### src/rtl/sseg_scan_decoder_if.sv
// Scan-line bundle between a multiplexed seven-segment driver (master) and a decoder watching it (slave).
// frame_valid is a bare one-cycle pulse with no ready: the consumer must take frame_value that cycle or read it later while held.
interface sseg_scan_decoder_if;
    logic [3:0]  an;
    logic [7:0]  sseg;
    logic [15:0] value;
    logic [3:0]  dp;
    logic [3:0]  blank;
    logic        frame_valid;
    logic [15:0] frame_value;
    logic        seg_err;
    logic        an_err;
    logic        stall;
    logic [1:0]  dbg_state;

    modport master (
        output an, sseg,
        input  value, dp, blank, frame_valid, frame_value, seg_err, an_err, stall, dbg_state
    );

    modport slave (
        input  an, sseg,
        output value, dp, blank, frame_valid, frame_value, seg_err, an_err, stall, dbg_state
    );
endinterface

### src/rtl/sseg_scan_decoder.sv
// Watches active-low anode/segment scan lines, rebuilds the four shown hex digits and decimal points,
// and flags malformed scans and stalled displays.
module sseg_scan_decoder #(
    parameter int unsigned SETTLE_CYCLES = 4,
    parameter int unsigned STALL_CYCLES  = 4096
) (
    input  logic               clk,
    input  logic               clr_n,
    sseg_scan_decoder_if.slave bus
);
    localparam int unsigned        STALL_W  = $clog2(STALL_CYCLES + 1);
    localparam logic [7:0]         SETTLE_N = 8'(SETTLE_CYCLES);
    localparam logic [STALL_W-1:0] STALL_N  = STALL_W'(STALL_CYCLES);

    typedef enum logic [1:0] {
        S_IDLE   = 2'd0,
        S_SETTLE = 2'd1,
        S_HOLD   = 2'd2
    } state_t;

    state_t             state_q, state_d;
    logic [3:0]         an_q;
    logic [7:0]         cnt_q, cnt_d;
    logic [STALL_W-1:0] stall_cnt_q, stall_cnt_d;
    logic [15:0]        value_q, value_d;
    logic [15:0]        frame_value_q, frame_value_d;
    logic [3:0]         dp_q, dp_d;
    logic [3:0]         blank_q, blank_d;
    logic [3:0]         mask_q, mask_d;
    logic               frame_valid_q, frame_valid_d;
    logic               seg_err_q, seg_err_d;
    logic               an_err_q, an_err_d;

    logic       an_one_hot;
    logic [1:0] an_idx;
    logic [5:0] dec;
    logic       entry;
    logic       capture;
    logic       cap_ok;
    logic [3:0] mask_upd;

    // Result layout: {legal, blank, nibble}.
    function automatic logic [5:0] decode_seg(input logic [6:0] seg);
        case (seg)
            7'h40:   return {2'b10, 4'h0};
            7'h79:   return {2'b10, 4'h1};
            7'h24:   return {2'b10, 4'h2};
            7'h30:   return {2'b10, 4'h3};
            7'h19:   return {2'b10, 4'h4};
            7'h12:   return {2'b10, 4'h5};
            7'h02:   return {2'b10, 4'h6};
            7'h78:   return {2'b10, 4'h7};
            7'h00:   return {2'b10, 4'h8};
            7'h10:   return {2'b10, 4'h9};
            7'h08:   return {2'b10, 4'hA};
            7'h03:   return {2'b10, 4'hB};
            7'h46:   return {2'b10, 4'hC};
            7'h21:   return {2'b10, 4'hD};
            7'h06:   return {2'b10, 4'hE};
            7'h0E:   return {2'b10, 4'hF};
            7'h7F:   return {2'b11, 4'h0};
            default: return 6'b00_0000;
        endcase
    endfunction

    always_comb begin
        an_one_hot = 1'b1;
        an_idx     = 2'd0;
        case (bus.an)
            4'b1110: an_idx = 2'd0;
            4'b1101: an_idx = 2'd1;
            4'b1011: an_idx = 2'd2;
            4'b0111: an_idx = 2'd3;
            default: an_one_hot = 1'b0;
        endcase
    end

    always_comb begin
        state_d       = state_q;
        cnt_d         = cnt_q;
        value_d       = value_q;
        dp_d          = dp_q;
        blank_d       = blank_q;
        mask_d        = mask_q;
        frame_value_d = frame_value_q;
        frame_valid_d = 1'b0;
        seg_err_d     = 1'b0;
        an_err_d      = 1'b0;
        entry         = 1'b0;
        capture       = 1'b0;
        cap_ok        = 1'b0;
        mask_upd      = mask_q;
        stall_cnt_d   = stall_cnt_q;
        dec           = decode_seg(bus.sseg[6:0]);

        case (state_q)
            S_IDLE:   entry = 1'b1;
            S_SETTLE: begin
                if (bus.an != an_q) begin
                    entry = 1'b1;
                end else begin
                    cnt_d   = cnt_q + 8'd1;
                    capture = (cnt_d >= SETTLE_N);
                end
            end
            S_HOLD:   entry = (bus.an != an_q);
            default:  entry = 1'b1;
        endcase

        // A freshly seen pattern counts as its first settled cycle, so a one-cycle settle captures here.
        if (entry) begin
            if (an_one_hot) begin
                cnt_d   = 8'd1;
                state_d = S_SETTLE;
                capture = (SETTLE_N == 8'd1);
            end else begin
                cnt_d    = 8'd0;
                state_d  = S_IDLE;
                an_err_d = (bus.an != 4'hF);
            end
        end

        if (capture) begin
            state_d = S_HOLD;
            cnt_d   = 8'd0;
            if (dec[5]) begin
                cap_ok                         = 1'b1;
                value_d[{an_idx, 2'b00} +: 4]  = dec[3:0];
                blank_d[an_idx]                = dec[4];
                dp_d[an_idx]                   = ~bus.sseg[7];
                mask_upd                       = mask_q | (4'b0001 << an_idx);
                if (mask_upd == 4'hF) begin
                    frame_valid_d = 1'b1;
                    frame_value_d = value_d;
                    mask_d        = 4'h0;
                end else begin
                    mask_d = mask_upd;
                end
            end else begin
                seg_err_d = 1'b1;
            end
        end

        if (cap_ok) begin
            stall_cnt_d = '0;
        end else if (stall_cnt_q != STALL_N) begin
            stall_cnt_d = stall_cnt_q + 1'b1;
        end
    end

    always_ff @(posedge clk or negedge clr_n) begin
        if (!clr_n) begin
            state_q       <= S_IDLE;
            an_q          <= 4'hF;
            cnt_q         <= 8'd0;
            stall_cnt_q   <= '0;
            value_q       <= 16'h0;
            frame_value_q <= 16'h0;
            dp_q          <= 4'h0;
            blank_q       <= 4'h0;
            mask_q        <= 4'h0;
            frame_valid_q <= 1'b0;
            seg_err_q     <= 1'b0;
            an_err_q      <= 1'b0;
        end else begin
            state_q       <= state_d;
            an_q          <= bus.an;
            cnt_q         <= cnt_d;
            stall_cnt_q   <= stall_cnt_d;
            value_q       <= value_d;
            frame_value_q <= frame_value_d;
            dp_q          <= dp_d;
            blank_q       <= blank_d;
            mask_q        <= mask_d;
            frame_valid_q <= frame_valid_d;
            seg_err_q     <= seg_err_d;
            an_err_q      <= an_err_d;
        end
    end

    assign bus.value       = value_q;
    assign bus.dp          = dp_q;
    assign bus.blank       = blank_q;
    assign bus.frame_valid = frame_valid_q;
    assign bus.frame_value = frame_value_q;
    assign bus.seg_err     = seg_err_q;
    assign bus.an_err      = an_err_q;
    assign bus.stall       = (stall_cnt_q == STALL_N);
    assign bus.dbg_state   = state_q;
endmodule

### src/flat_wrapper.sv
// flat-port wrapper written by rule: the top's interface ports become plain ports
module sseg_scan_decoder_flat 
#(
    parameter int unsigned SETTLE_CYCLES = 4,
    parameter int unsigned STALL_CYCLES  = 4096
)
  (clk, clr_n, bus_an, bus_sseg, bus_value, bus_dp, bus_blank, bus_frame_valid, bus_frame_value, bus_seg_err, bus_an_err, bus_stall, bus_dbg_state);
  sseg_scan_decoder_if bus_i ();
  input  logic clk;
  input  logic clr_n;
  input wire logic [$bits(bus_i.an)-1:0] bus_an;
  input wire logic [$bits(bus_i.sseg)-1:0] bus_sseg;
  output wire logic [$bits(bus_i.value)-1:0] bus_value;
  output wire logic [$bits(bus_i.dp)-1:0] bus_dp;
  output wire logic [$bits(bus_i.blank)-1:0] bus_blank;
  output wire logic [$bits(bus_i.frame_valid)-1:0] bus_frame_valid;
  output wire logic [$bits(bus_i.frame_value)-1:0] bus_frame_value;
  output wire logic [$bits(bus_i.seg_err)-1:0] bus_seg_err;
  output wire logic [$bits(bus_i.an_err)-1:0] bus_an_err;
  output wire logic [$bits(bus_i.stall)-1:0] bus_stall;
  output wire logic [$bits(bus_i.dbg_state)-1:0] bus_dbg_state;
  assign bus_i.an = bus_an;
  assign bus_i.sseg = bus_sseg;
  assign bus_value = bus_i.value;
  assign bus_dp = bus_i.dp;
  assign bus_blank = bus_i.blank;
  assign bus_frame_valid = bus_i.frame_valid;
  assign bus_frame_value = bus_i.frame_value;
  assign bus_seg_err = bus_i.seg_err;
  assign bus_an_err = bus_i.an_err;
  assign bus_stall = bus_i.stall;
  assign bus_dbg_state = bus_i.dbg_state;
  sseg_scan_decoder #(.SETTLE_CYCLES(SETTLE_CYCLES), .STALL_CYCLES(STALL_CYCLES)) u_core (.clk(clk), .clr_n(clr_n), .bus(bus_i));
endmodule
### config.mk
export PLATFORM = sky130hd
export DESIGN_NAME = sseg_scan_decoder_flat
export DESIGN_NICKNAME = d
export VERILOG_FILES = /design/src/rtl/sseg_scan_decoder_if.sv /design/src/rtl/sseg_scan_decoder.sv /design/src/flat_wrapper.sv
export SDC_FILE = /design/constraint.sdc
export NUM_CORES = 1
export LEC_CHECK = 0
export ABC_CLOCK_PERIOD_IN_PS = 2500
export BUFFER_PORTS_ARGS = -buffer_cell sky130_fd_sc_hd__buf_2
export CORE_UTILIZATION = 51
export DETAILED_ROUTE_END_ITERATION = 12
export HOLD_SLACK_MARGIN = 0.15
export PLACE_DENSITY = 0.76
export SLEW_MARGIN = 20
export SYNTH_ARGS = -nofsm -noshare
export SYNTH_HDL_FRONTEND = slang
export SYNTH_SLANG_ARGS = --single-unit
### constraint.sdc
create_clock -name clk -period 2.5 [get_ports clk]
set_clock_uncertainty 0.05 [all_clocks]
set_input_delay 0 -clock clk [delete_from_list [all_inputs] [get_ports clk]]
set_output_delay 0 -clock clk [all_outputs]
set_load 0.05 [all_outputs]
==> flow_summary.toml, run 1 <==
[critical_path]
crit_arrival_ns = 2.57
path_max_fanout = 16
end_kind = "flop"
reg2reg_depth = 8
crit_type = "reg -> reg"
critPathRequiredTime_ns = 2.68
start_kind = "flop"

[routing]
final_antenna_net_count = 0
wl_per_cell_microns = 15.3
vias = 2862
wirelength_microns = 8130
dr.pass1.iters = 6
drtIter0Drc = 130
drc_errors = 0
avgViaCountPerCell = 5.38

[synthesis]
synth-seq-cells = 74
synth.top_cells.by_count = "dfrtp_1, mux2_4, inv_1"
synth_area_sq_um = 3890
synth.area.top_cells = "dfrtp_1, mux2_4, ha_1"
synth_cell_type_count = 45
synth_warnings = 0
synth_most_common_cell = "dfrtp_1"
postSynthAreaPerCell_sq_um = 11.0
yosysTopAreaCell = "dfrtp_1"
ys_seq_area_share_pct = 47.7
netlist.area_leader.share_pct = 45.0
synth_edf_count = 0
async_flop_share_pct = 100
syn_nets = 380
synth_ff_type = "dfrtp_1"
synthCells = 355

[clock_tree]
clock_sinks = 74
clkTransAtPathRegs_ns = 0.07
clock_latency_ns = 0.35
cts_made_buffers = 9
cts_setup_buffers = 0
ctsHtreeMaxLevel = 3
cts_buffer_depth = 2
clockRootBuffer = "clkbuf_8"
cts_tree = "built"

[grt]
antenna_found_initial = 0
grt_pass1_wl_microns = 13400
grt_pass1_vias = 2849
grt_max_degree = 45
grt-ovfl-total = 0
grt_usage_pct = 22.3

[sta]
period_minus_slack_ns = 2.38
tns_ns = 0
slew_headroom_pct = 53.2
slew_violations = 0
hold_slack_ns = 0.185
worst_pin_slew_ns = 0.702
max_freq_mhz = 420
finalHoldViolations = 0
post-route-period-util_pct = 95.2
finalSetupViolations = 0
rsz0062_at_grt = "false"

[pwr]
finalPower_mw = 2.27
p_seq_share_pct = 53.8
p_int_mw = 1.71
p_leak_nw = 2.31
switching_power_mw = 0.551
p_clk_share_pct = 38.2
p_per_area_nw_per_um2 = 495
p_comb_share_pct = 8.0
swShare_pct = 24.3
vdd_ir_drop_max_v = 0.000241

[die]
initial_core_util_pct = 53.1
die_area_sq_um = 7980
ioPinCount = 60
die_h_microns = 89.3
rows = 31
coreArea_sq_um = 7330
die_w_microns = 89.3

[cells_and_area]
drive_above_1_share_pct = 31.4
fillers = 573
final_cells = 532
area_delta_synth_final_pct = 17.7
diodes = 0
final_nets = 453

[outcome]
status = "finished, final reports clean"

[placed_design]
place_hpwl_microns = 5740
place_congestion = 0.861
dpl.cell_count = 509
port_buffers = 59

[min_path]
hp-class = "in -> async"

[run]
max_cap_violations = 0
registers in the layout, indices dropped and copies added, names as in the netlist:
signal / cells
u_core.bus.frame_value: 16
u_core.bus.value: 16
u_core.stall_cnt_q: 13
u_core.cnt_q: 8
u_core.an_q: 4
u_core.bus.blank: 4
u_core.bus.dp: 4
u_core.mask_q: 4
u_core.bus.dbg_state: 2
u_core.bus.an_err: 1
u_core.bus.frame_valid: 1
u_core.bus.seg_err: 1
critical path, cell delays in order (launching register included):
cell     delay (ns)
dfrtp_1        0.42
ha_1           0.24
and2_1         0.16
a21o_1         0.17
a21oi_1        0.19
and4_2         0.33
and3_4         0.22
buf_12         0.17
mux2_4         0.32
metrics by stage:
stage          worst slack [ns]  instance area, sq um  utilization (%)
2_1_floorplan            0.0934                  3890                -
3_3_place_gp              0.120                  4320             59.0
3_5_place_dp             0.0999                  4320             59.0
4_1_cts                  0.0815                  4570             62.3
5_1_grt                 0.00409                  4580             62.4
6_report                  0.119                  4580             62.4
path summary, 6_finish.rpt:
path | start | to | slack, ns
setup / recovery | u_core.cnt_q[0] | u_core.bus.frame_value[5] | 0.12
hold / removal | clr_n | u_core.cnt_q[7] | 0.18
hold reg to reg | u_core.bus.blank[1] | u_core.bus.blank[1] | 0.46
min in group clk | bus_sseg[1] | u_core.bus.blank[0] | 0.21
setup reg to reg | u_core.cnt_q[0] | u_core.bus.frame_value[5] | 0.12
max in group asynchronous | clr_n | u_core.bus.frame_value[0] | 1.55
per-layer routing:
layer / vias to the layer above / GRT usage [%] / routed length, microns
met5: - / 0 / 0
met4: 0 / 9.09 / 125
met3: 14 / 5.08 / 241
met2: 55 / 37.1 / 4050
met1: 1412 / 28.3 / 3710
li1: 1381 / - / -
final cells by class:
class	instances	area [sq um]	area share, %
Multi-Input combinational cell	234	1820	39.7
Clock inverter	2	10.0	0.219
Inverter	30	113	2.46
Tap cell	99	124	2.71
Clock buffer	14	173	3.77
Sequential cell	74	1860	40.6
Timing Repair Buffer	79	485	10.6
repair_timing:
item / 4_1_cts / 5_1_grt
hold endpoints to repair: 39 / 0
hold buffers: 6 / 0
resized for setup: 0 / 2
setup endpoints to repair: 0 / 32
power by group through the flow:
| stage | Clock, mW | Sequential, mW | Combinational [mW] |
|---|---|---|---|
| 2_1_floorplan | 0 | 1.25 | 0.0980 |
| 3_3_place_gp | 0 | 1.24 | 0.171 |
| 3_5_place_dp | 0 | 1.24 | 0.174 |
| 4_1_cts | 0.881 | 1.22 | 0.182 |
| 5_1_grt | 0.947 | 1.22 | 0.205 |
| 6_report | 0.865 | 1.22 | 0.182 |
kinds of logic after synthesis:
| group | after synthesis | share of synthesized area, % |
|---|---|---|
| AND/OR/NAND/NOR | 118 | 16.7 |
| AO/OA/AOI/OAI | 43 | 6.92 |
| buffers and inverters | 48 | 5.89 |
| adder cells (fa/ha/maj) | 12 | 3.80 |
| XOR/XNOR | 19 | 4.28 |
| multiplexers | 41 | 14.7 |
| flip-flops | 74 | 47.7 |
cells in the final DEF (no fill, tap or decap), types with 2 or more instances in the layout:
master / count
mux2i_1: 4
a21o_1: 3
clkinv_2: 2
nor3_1: 8
and3_1: 10
clkbuf_1: 2
inv_1: 30
buf_4: 12
mux2_2: 6
nor4_1: 2
or4_1: 3
nand4_1: 4
nor2b_1: 7
and2_1: 3
ha_1: 10
a21oi_1: 12
clkbuf_8: 12
nand2_1: 13
nand3_1: 20
dlygate4sd3_1: 6
o22ai_1: 18
nor2_1: 29
nor3b_1: 2
dfstp_2: 4
o21ai_0: 4
xnor2_1: 5
buf_12: 2
dfrtp_1: 70
xor2_1: 14
and3_4: 2
mux2_4: 31
nand4b_1: 2
buf_2: 59
nor4b_1: 3
nand3b_1: 4
Power figures use the tool's default switching activity.
==> inputs of run 2 (changes only) <==
--- a/config.mk
+++ b/config.mk
@@ -7,8 +7,8 @@
 export LEC_CHECK = 0
-export ABC_CLOCK_PERIOD_IN_PS = 2500
+export ABC_CLOCK_PERIOD_IN_PS = 2940
 export BUFFER_PORTS_ARGS = -buffer_cell sky130_fd_sc_hd__buf_2
-export CORE_UTILIZATION = 51
+export CORE_UTILIZATION = 55
 export DETAILED_ROUTE_END_ITERATION = 12
 export HOLD_SLACK_MARGIN = 0.15
-export PLACE_DENSITY = 0.76
+export PLACE_DENSITY = 0.78
 export SLEW_MARGIN = 20
==> constraint.sdc (replaced) <==
create_clock -name clk -period 2.94 [get_ports clk]
set_clock_uncertainty 0.05 [all_clocks]
set_input_delay 0 -clock clk [delete_from_list [all_inputs] [get_ports clk]]
set_output_delay 0 -clock clk [all_outputs]
set_load 0.1 [all_outputs]
==> run 2 against run 1 <==
Net effect:
- flip-flop and latch count unchanged
- cell count decreased by 3.2%
- global-route usage increased by 0.33 points
- combinational power decreased by 10%
- first-iteration DRC count increased by 18%
- via count decreased by 2.3%
- power decreased by 6.8%
- sequential share of layout area increased by 0.63 points
- wire length decreased by 3.2%
- count of clock-buffer cells in the layout decreased by 2
- maximum frequency decreased by 12%
- critical path type unchanged
- critical endpoint is now u_core.bus.value[11]
- largest cell class unchanged
==> flow_summary.toml, run 2 (synthesis results as in run 1) <==
[outcome]
status = "finished, final reports clean"

[sta]
worst_pin_slew_ns = 0.770
slew_headroom_pct = 48.6
hold_slack_ns = 0.176
slew_violations = 0
max_freq_mhz = 370
tns_ns = 0
finalSetupViolations = 0
period_minus_slack_ns = 2.71
finalHoldViolations = 0
rsz0062_at_grt = "false"
post-route-period-util_pct = 92.0

[cells_and_area]
drive_above_1_share_pct = 29.1
final_cells = 515
final_nets = 439
final_cell_mix = "dfrtp_1, buf_2, mux2_4"
diodes = 0
mostFrequentLayoutCell = "dfrtp_1"
final_util_pct = 66.0
fillers = 527
area_delta_synth_final_pct = 15.9

[die]
die_area_sq_um = 7410
initial_core_util_pct = 56.9
die_h_microns = 86.1
coreArea_sq_um = 6830
die_w_microns = 86.1
ioPinCount = 60
rows = 30

[pwr]
p_seq_share_pct = 49.1
p_per_area_nw_per_um2 = 469
swShare_pct = 23.0
switching_power_mw = 0.486
p_leak_nw = 2.26
p_clk_share_pct = 43.2
finalPower_mw = 2.11
p_int_mw = 1.63
vdd_ir_drop_max_v = 0.000250
p_comb_share_pct = 7.7

[routing]
vias = 2795
drc_errors = 0
final_antenna_net_count = 0
dr.pass1.iters = 4
drtIter0Drc = 154
wirelength_microns = 7870
avgViaCountPerCell = 5.43
wl_per_cell_microns = 15.3

[clock_tree]
ctsHtreeMaxLevel = 3
cts_buffer_depth = 2
clock_sinks = 74
clkTransAtPathRegs_ns = 0.08
cts_setup_buffers = 0
cts_made_buffers = 9
cts_tree = "built"
clockRootBuffer = "clkbuf_8"
clock_latency_ns = 0.34

[critical_path]
end_kind = "flop"
start_kind = "flop"
reg2reg_slack_ns = 0.23
crit_arrival_ns = 2.89
cpPeakStageDelay_ns = 0.49
path_max_fanout = 30
crit_type = "reg -> reg"
critPathRequiredTime_ns = 3.13
cp_slowest_cell = "and2_4"
path_delay_family = "simple AND/OR/NAND/NOR gates"
cp_num_buf_inv = 0
path_cells = "ha_1 > and2_1 > a21o_1 > a21oi_1 > and4_1 > and2_4 > mux2_2"

[placed_design]
port_buffers = 59
place_hpwl_microns = 5450
dpl.cell_count = 493
place_congestion = 0.847

[grt]
antenna_found_initial = 0
grt_max_degree = 75
grt_pass1_wl_microns = 13000
grt_usage_pct = 22.7
grt_pass1_vias = 2768
grt-ovfl-total = 0

[min_path]
hp-class = "in -> async"

[run]
max_cap_violations = 0
-- run 2: worst reg2reg max path, cell delays in order, from the launching register on --
cell and delay (ns):
dfrtp_1 0.41, ha_1 0.23, and2_1 0.16, a21o_1 0.17, a21oi_1 0.28, and4_1 0.40, and2_4 0.49, mux2_2 0.41
-- run 2: path summary, 6_finish.rpt --
kind,startpoint,endpoint,cells past startpoint
min in group clk,bus_sseg[0],u_core.bus.blank[3],3
hold reg to reg,u_core.bus.blank[0],u_core.bus.blank[0],1
setup reg to reg,u_core.cnt_q[0],u_core.bus.value[11],7
max in group asynchronous,clr_n,u_core.an_q[0],3
setup / recovery,u_core.cnt_q[0],u_core.bus.value[11],7
hold / removal,clr_n,u_core.cnt_q[7],3
-- run 2: per-layer routing --
layer / GRT usage (%) / part of all wire [%]
met5: 0 / 0
met4: 9.70 / 1.8
met3: 3.56 / 2.9
met2: 36.7 / 49
met1: 30.3 / 47
-- run 2: power by group through the flow --
| stage | clock network (mW) | registers [mW] | logic [mW] |
|---|---|---|---|
| 5_1_grt | 0.976 | 1.04 | 0.180 |
| 3_3_place_gp | 0 | 1.06 | 0.152 |
| 2_1_floorplan | 0 | 1.08 | 0.0834 |
| 3_5_place_dp | 0 | 1.06 | 0.156 |
| 6_report | 0.913 | 1.04 | 0.163 |
| 4_1_cts | 0.929 | 1.04 | 0.163 |
-- run 2: repair_timing --
action                                  in CTS  in global routing
hold buffers                                 6                  0
hold endpoints to repair                    83                  0
endpoints found under the setup margin       0                  0
gates resized for setup                      0                  0
-- run 2: stage by stage --
stage               setup slack [ns]  cell area, sq um
global placement               0.347              4210
CTS                            0.203              4510
finish                         0.234              4510
floorplan                      0.310              3890
detailed placement             0.232              4210
global route                  0.0941              4510
-- run 2: layout make-up --
type                       count  area, sq um  share of cell area (%)
multi-input combinational    233         1800                    40.0
inverter                      30          113                    2.50
tap                           96          120                    2.67
sequential                    74         1860                    41.2
clock inverter                 4         72.6                    1.61
timing repair buffer          66          375                    8.33
clock buffer                  12          165                    3.66
